File: src/rtl/output_port_lock.sv
// Output-port lock: holds the port for one input VC from grant until its tail flit,
// forwarding only while downstream credits remain.
module output_port_lock #(
  parameter int unsigned CREDITS = 4,
  parameter int unsigned CW      = 3
) (
  input  logic          clk,
  input  logic          reset,
  input  logic [3:0]    gnt_in,
  input  logic [3:0]    flit_valid,
  input  logic [3:0]    flit_tail,
  input  logic          credit_in,
  output logic          arb_en,
  output logic [1:0]    sel,
  output logic          sel_valid,
  output logic [3:0]    vc_ack,
  output logic          flit_fwd,
  output logic [CW-1:0] credit_cnt,
  output logic          credit_err
);

  localparam logic [0:0] StIdle   = 1'b0;
  localparam logic [0:0] StLocked = 1'b1;

  localparam logic [CW-1:0] CreditsFull = CW'(CREDITS);

  logic [0:0]    state_q, state_d;
  logic [1:0]    sel_q, sel_d;
  logic [CW-1:0] cnt_q, cnt_d;
  logic          err_q, err_d;
  logic [1:0]    gnt_idx;
  logic          have_credit;

  assign have_credit = (cnt_q != '0);
  assign arb_en      = (state_q == StIdle) & have_credit;
  assign flit_fwd    = (state_q == StLocked) & flit_valid[sel_q] & have_credit;
  assign vc_ack      = flit_fwd ? (4'b0001 << sel_q) : 4'b0000;
  assign sel         = sel_q;
  assign sel_valid   = (state_q == StLocked);
  assign credit_cnt  = cnt_q;
  assign credit_err  = err_q;

  // Lowest set grant bit wins if more than one is asserted.
  always_comb begin
    gnt_idx = 2'd0;
    for (int i = 3; i >= 0; i--) begin
      if (gnt_in[i]) gnt_idx = 2'(i);
    end
  end

  always_comb begin
    state_d = state_q;
    sel_d   = sel_q;
    if (state_q == StIdle) begin
      if (arb_en && (gnt_in != 4'b0000)) begin
        sel_d   = gnt_idx;
        state_d = StLocked;
      end
    end else if (flit_fwd && flit_tail[sel_q]) begin
      state_d = StIdle;
    end
  end

  always_comb begin
    cnt_d = cnt_q;
    err_d = err_q;
    if (flit_fwd && !credit_in) begin
      cnt_d = cnt_q - 1'b1;
    end else if (credit_in && !flit_fwd) begin
      if (cnt_q == CreditsFull) err_d = 1'b1;
      else                      cnt_d = cnt_q + 1'b1;
    end
  end

  always_ff @(posedge clk or posedge reset) begin
    if (reset) begin
      state_q <= StIdle;
      sel_q   <= 2'd0;
      cnt_q   <= CreditsFull;
      err_q   <= 1'b0;
    end else begin
      state_q <= state_d;
      sel_q   <= sel_d;
      cnt_q   <= cnt_d;
      err_q   <= err_d;
    end
  end

endmodule
File: config.mk
export PLATFORM = sky130hd
export DESIGN_NAME = output_port_lock
export DESIGN_NICKNAME = d
export VERILOG_FILES = /design/src/rtl/output_port_lock.sv
export SDC_FILE = /design/constraint.sdc
export NUM_CORES = 1
export LEC_CHECK = 0
export ABC_AREA = 1
export CORE_MARGIN = 2
export CORE_UTILIZATION = 35
export DETAILED_ROUTE_END_ITERATION = 6
export PLACE_DENSITY_LB_ADDON = 0.2
export SETUP_SLACK_MARGIN = 0.2
export SYNTH_ARGS = -nofsm -noshare
export SYNTH_HDL_FRONTEND = slang
export SYNTH_SLANG_ARGS = --single-unit
File: constraint.sdc
create_clock -name clk -period 2.6 [get_ports clk]
set_input_delay 0.26 -clock clk [delete_from_list [all_inputs] [get_ports clk]]
set_output_delay 0.26 -clock clk [all_outputs]
set_load 0.01 [all_outputs]
# --- Word level (Yosys, flattened, before mapping) ---
# Index checks and enable logic that the tools add are counted.
# Widths: inputs -> output; s select.
classes:
  add_sub_neg: 2
  order_cmp: 1
  eq_ne: 2
  shift: 1
  muxes: 15
  bitwise: 5
  n_reduce_logical: 12
op_table:
  columns: ["cell", "n"]
  rows:
  - ["$mux 3", 3]
  - ["$mux 2", 4]
  - ["$mux 1", 5]
  - ["$bmux 1 s2", 2]
  - ["$logic_and 1x1->1", 4]
  - ["$mux 4", 1]
  - ["$reduce_and 2->1", 2]
  - ["$reduce_bool 4->1", 1]
  - ["$shl 1x2->4 const A", 1]
  - ["$add 3x1->3 const B", 1]
  - ["$and 1x1->1", 3]
  - ["$eq 3x3->1 const B", 1]
  - ["$lt 2x3->1 const B", 1]
  - ["$reduce_and 3->1", 1]
  - ["$reduce_bool 3->1", 1]
  - ["$sub 3x1->3 const B", 1]
  - ["$logic_not 1->1", 2]
  - ["$ne 2x2->1 const B", 1]
  - ["$not 1->1", 2]
  - ["$reduce_bool 2->1", 1]
word_totals:
  register_bits: 7
  inputBits: 15
  out_inout_bits: 13
  wordCells: 42

# --- Longest topological paths before layout ---
logic_depth:
  depth_word: 8
  depth_mapped: 16
  depth_no_buf: 15

# --- Worst setup path before layout ---
# Ideal clock, no wire load.
synth_path:
  path_kind: "reg-to-reg"
  start: "reg sel_q[0] (netlist: sel[0])"
  end: "reg cnt_q[2] (netlist: credit_cnt[2])"
  setup_ps: 76
  t_arrival_ps: 1969
  required_ps: 2524
  path_slack_ps: 556
  path_stages_with_launch: 16
  synth_period_minus_slack_ps: 2044
  cell_sequence: "dfrtp_1 > buf_6 > inv_6 > nand2_2 > nand2_1 > nand2_1 > nand2_2 > nand2_4 > inv_1 > ha_1 > inv_1 > fa_1 > xnor2_1 > nand2_1 > nand2_1 > nand2_1"
synth_via:
  elab_chain_cells: 8
synth_lines:
  columns: ["item", "line_no", "rtl"]
  rows:
  - ["start: declaration", "28", "logic [1:0] sel_q, sel_d;"]
  - ["start signal: assignment", "83", "sel_q <= sel_d;"]
  - ["$bmux 1 s2 *", "36", "assign flit_fwd = (state_q == StLocked) & flit_valid[sel_q] & have_credit;"]
  - ["$mux 1 (implied by the code) *", "36", null]
  - ["$and 1x1->1 * (2 in a row)", "36", null]
  - ["named net flit_fwd", "17", "output logic flit_fwd,"]
  - ["$logic_not 1->1", "69", "end else if (credit_in && !flit_fwd) begin"]
  - ["$logic_and 1x1->1", "69", null]
  - ["$reduce_bool 2->1 (no line)", null, null]
  - ["$reduce_and 2->1 (no line)", null, null]
  - ["end signal: assignment", "79", "cnt_q <= CreditsFull;"]
  - ["end signal: assignment", "84", "cnt_q <= cnt_d;"]
  - ["end: declaration", "29", "logic [CW-1:0] cnt_q, cnt_d;"]
# The timed path passes the listed nets; every way through them passes the cells marked *. The select of a mux whose other input is x is not followed.
# A chain may end at the register's enable or synchronous reset.

# --- Final worst setup path ---
layout_path:
  start: "reg sel_q[0] (netlist: sel[0])"
  end: "out vc_ack[2]"
layout_via:
  elab_chain_cells: 5
layout_lines:
  columns: ["item", "line_no", "rtl"]
  rows:
  - ["$bmux 1 s2", "36", null]
  - ["$mux 1 (implied by the code)", "36", null]
  - ["$and 1x1->1 (2 in a row)", "36", null]
  - ["$mux 4 *", "37", "assign vc_ack = flit_fwd ? (4'b0001 << sel_q) : 4'b0000;"]
  - ["end: declaration", "16", "output logic [3:0] vc_ack,"]
# Mark *: on every way between the ends. The rest lies on a longest branch, timed or not. The select of a mux whose other input is x is not followed.

==> impl_results.md <==
- Met2 WL post-DR: 518 um
- Mapped Cells: 74
- Most common cell after layout, fill and taps aside: clkdlybuf4s50_1
- R2r startpoint: sel[0]$_DFFE_PP0P_
- Most used cell, CP: nand2_1
- M1 WL: 560 um
- Vias: 548
- Fill count: between 150 and 200
- Die height: 45.1 um
- Share of layout cells above drive strength 1: around 17%
- Routed wire length per instance: ~10 um
- Synth Cell Area: a little under 600 sq um
- H-tree depth: 1
- Global-route wire length before repair: 2030 um
- Yosys Warn Count: 0
- Clk_skew: between 4 and 5 ps
- Slowest stage cell, crit path: dfrtp_1
- Crit path kind: reg2out
- Achievable Freq: about 0.45 GHz
- Layout area overhead: 51.6%
- Reg2Reg Depth: 13
- Slew Limit Fails: 0
- Die area: 2040 sq um
- Slew headroom: 70.9%
- TritonRoute pass-1 iters: 4
- Crit-path max cell delay: 600 ps
- Worst reg-to-reg setup slack: around 420 ps
- Vias in the first global route: 505
- TritonCTS Buffers: 3
- Unrepaired setup endpoints after global routing: no
- Syn nets: 92
- Routed wire length: ~1200 um
- Root buffer cell: clkbuf_4
- Worst EP required: between 2000 and 2500 ps
- Simple-gate share of the synthesized area: 39.1%
- Ratio of final minimum period to clock period: 84.6%
- Final Worst Setup Slack: 402 ps
- Place WS: roughly 350 ps
- Seq/Total Area, Yosys: between 20% and 30%
- Top delay family on crit path: flip-flops
- IO buf count: 27
- Crit-path cells: nand2_1 -> nand2_1 -> nand2_1 -> nand2_2 -> nand2_4 -> nor3_2 -> clkdlybuf4s50_1
- Worst Path Buf+Inv: 1
- Clock transition at path regs: 50 ps
- Nets: 123
- Max FO, Critical Path: 9
- Setup TNS: 0 ps
- Post-synthesis mux area share: 0%
- Initial core utilization: 38.4%
- Area of the core: 1540 sq um
- Setup violations, final: 0
- Clock sink count: 7
- Final hold vios: 0
- Clock Tree Buf Depth: 2
- # rows: 14
- Crit Reg-Reg Endpoint: credit_cnt[2]$_DFFE_PP1P_
- CTS Hold Bufs: 0
- Clock period minus final worst setup slack: approximately 2200 ps
- Outcome: finished clean
- GPL Wtd Cong: 0.716
- Largest net degree at the start of global routing: 10
- FF+latch count, synth: 7
- CTS tree: built
- Grt ovf: 0
- Crit path DAT: approximately 1900 ps
- P_leak: between 0.4 and 0.5 nW
- Final ANT Viol Nets: 0
- Syn_area_per_cell: between 7 and 8 sq um
- Tot GR Track Use: 13.5%
- Commonest cells after routing, fill and taps aside: 27 x clkdlybuf4s50_1, 24 x nand2_1, 13 x inv_1, 6 x dfrtp_1, 4 x nor3_2
- Post-synthesis compound-gate area fraction: 8.88%
- DRT iter0 DRCs: 10
- Nature of the critical path endpoint: output pin
- Met3 Wirelength: around 130 um
- MaxCap Viol Count: 0
- CTS resizes: 0
- Antenna violations before repair: 0
- Post-synthesis adder-cell area fraction: 7.61%
- WHS: 234 ps
- Worst VDD drop: 0.000718 V
- Setup repair bufs after CTS: 0
- DP HPWL: 1010 um
- Hold WC Path Type: in2async
- Worst-Margin Slew: 437 ps
- Largest family of logic cells by synthesized area: simple AND/OR/NAND/NOR gates
- Post-Synth XOR/XNOR Area: 2.96%
- Antenna cells: 0
- Power per cell area: about 1100 nW/um^2
- Highest metal used: met3
- Netlist cell types: 25
- DR vias/cell: 4.57
- IO Count: 28
- Die W: about 45 um
- Worst-Skew Late Latency: 250 ps
- Crit start category: flop
- DRC Markers: 0
[registers in the layout (all words and copies together), names as in the netlist]
signal	count
sel_valid	1
credit_cnt	3
sel	2
credit_err	1
[report_power, final]
| group | internal, mW | switching (mW) | total [mW] |
|---|---|---|---|
| clock network | 0.0584 | 0.0375 | 0.0959 |
| registers | 0.171 | 0.0918 | 0.262 |
| logic | 0.315 | 0.330 | 0.645 |
[worst reg2reg max path: cells and delay by family, from the launching register on]
kind	cells	cell delay, ps
xor gates and xnor gates	1	210
adders and majority gates	2	550
and+or+nand+nor	8	610
DFF	1	600
buffers and inverters	2	150
[per-stage QoR]
stage	util (%)	total power [mW]	std cells	instance area, sq um
final	58.2	1.00	120	897
after global routing	58.2	1.10	120	897
after CTS	58.2	1.02	120	897
after detailed placement	56.5	0.911	116	871
after global placement	56.5	0.905	116	871
after floorplan	-	0.663	74	592
[area by class of cell]
type	instances	area (sq um)	share of cell area, %
clock buffer	4	26.3	2.93
inverter	14	57.6	6.42
multi-input combinational	52	347	38.6
sequential	7	176	19.7
tap	16	20.0	2.23
timing repair buffer	27	270	30.1
[cells in the mapped netlist]
cell type / count / area share [%]
nor2_4: 2 / 3.8
o21ai_4: 1 / 2.7
nand2_1: 24 / 15
xnor2_1: 1 / 1.5
fa_1: 1 / 3.4
nor3_4: 1 / 2.7
nand4_1: 1 / 1.1
nand3_1: 1 / 0.84
a41o_1: 1 / 1.7
nand2_2: 3 / 3.2
buf_6: 1 / 1.9
o21ai_0: 2 / 1.7
nand3b_1: 1 / 1.3
or2_1: 1 / 1.1
nand2_4: 1 / 1.9
a22oi_1: 1 / 1.3
nor3_2: 4 / 6.8
inv_6: 1 / 1.5
nor2_1: 2 / 1.3
dfstp_2: 1 / 4.4
inv_1: 13 / 8.2
o21ai_2: 1 / 1.5
dfrtp_1: 6 / 25
ha_1: 2 / 4.2
xor2_1: 1 / 1.5
[per-layer routing]
metal	vias up	track usage (%)
met1	231	17.8
met5	-	0
met3	0	4.80
met2	27	21.7
met4	0	1.76
li1	290	-
[cells by family (layout without fill, tap and decap cells)]
family	Yosys count	in the layout
xor+xnor	2	2
compound gates	6	6
flops	7	7
fa+ha+maj	3	3
buf+inv	15	45
simple gates	41	41
[how the worst max path moves through the flow]
| stage | to | slack, ps | cells after the start | start |
|---|---|---|---|---|
| floorplan | credit_cnt[2]$_DFFE_PP1P_ | 560 | 15 | sel[0]$_DFFE_PP0P_ |
| global placement | credit_cnt[2]$_DFFE_PP1P_ | 400 | 14 | flit_valid[3] |
| detailed placement | credit_cnt[2]$_DFFE_PP1P_ | 350 | 14 | flit_valid[3] |
| CTS | vc_ack[1] | 390 | 7 | sel[0]$_DFFE_PP0P_ |
| global route | credit_cnt[2]$_DFFE_PP1P_ | 210 | 13 | sel[0]$_DFFE_PP0P_ |
| finish | vc_ack[2] | 400 | 7 | sel[0]$_DFFE_PP0P_ |
(Power assumes the default switching activity.)
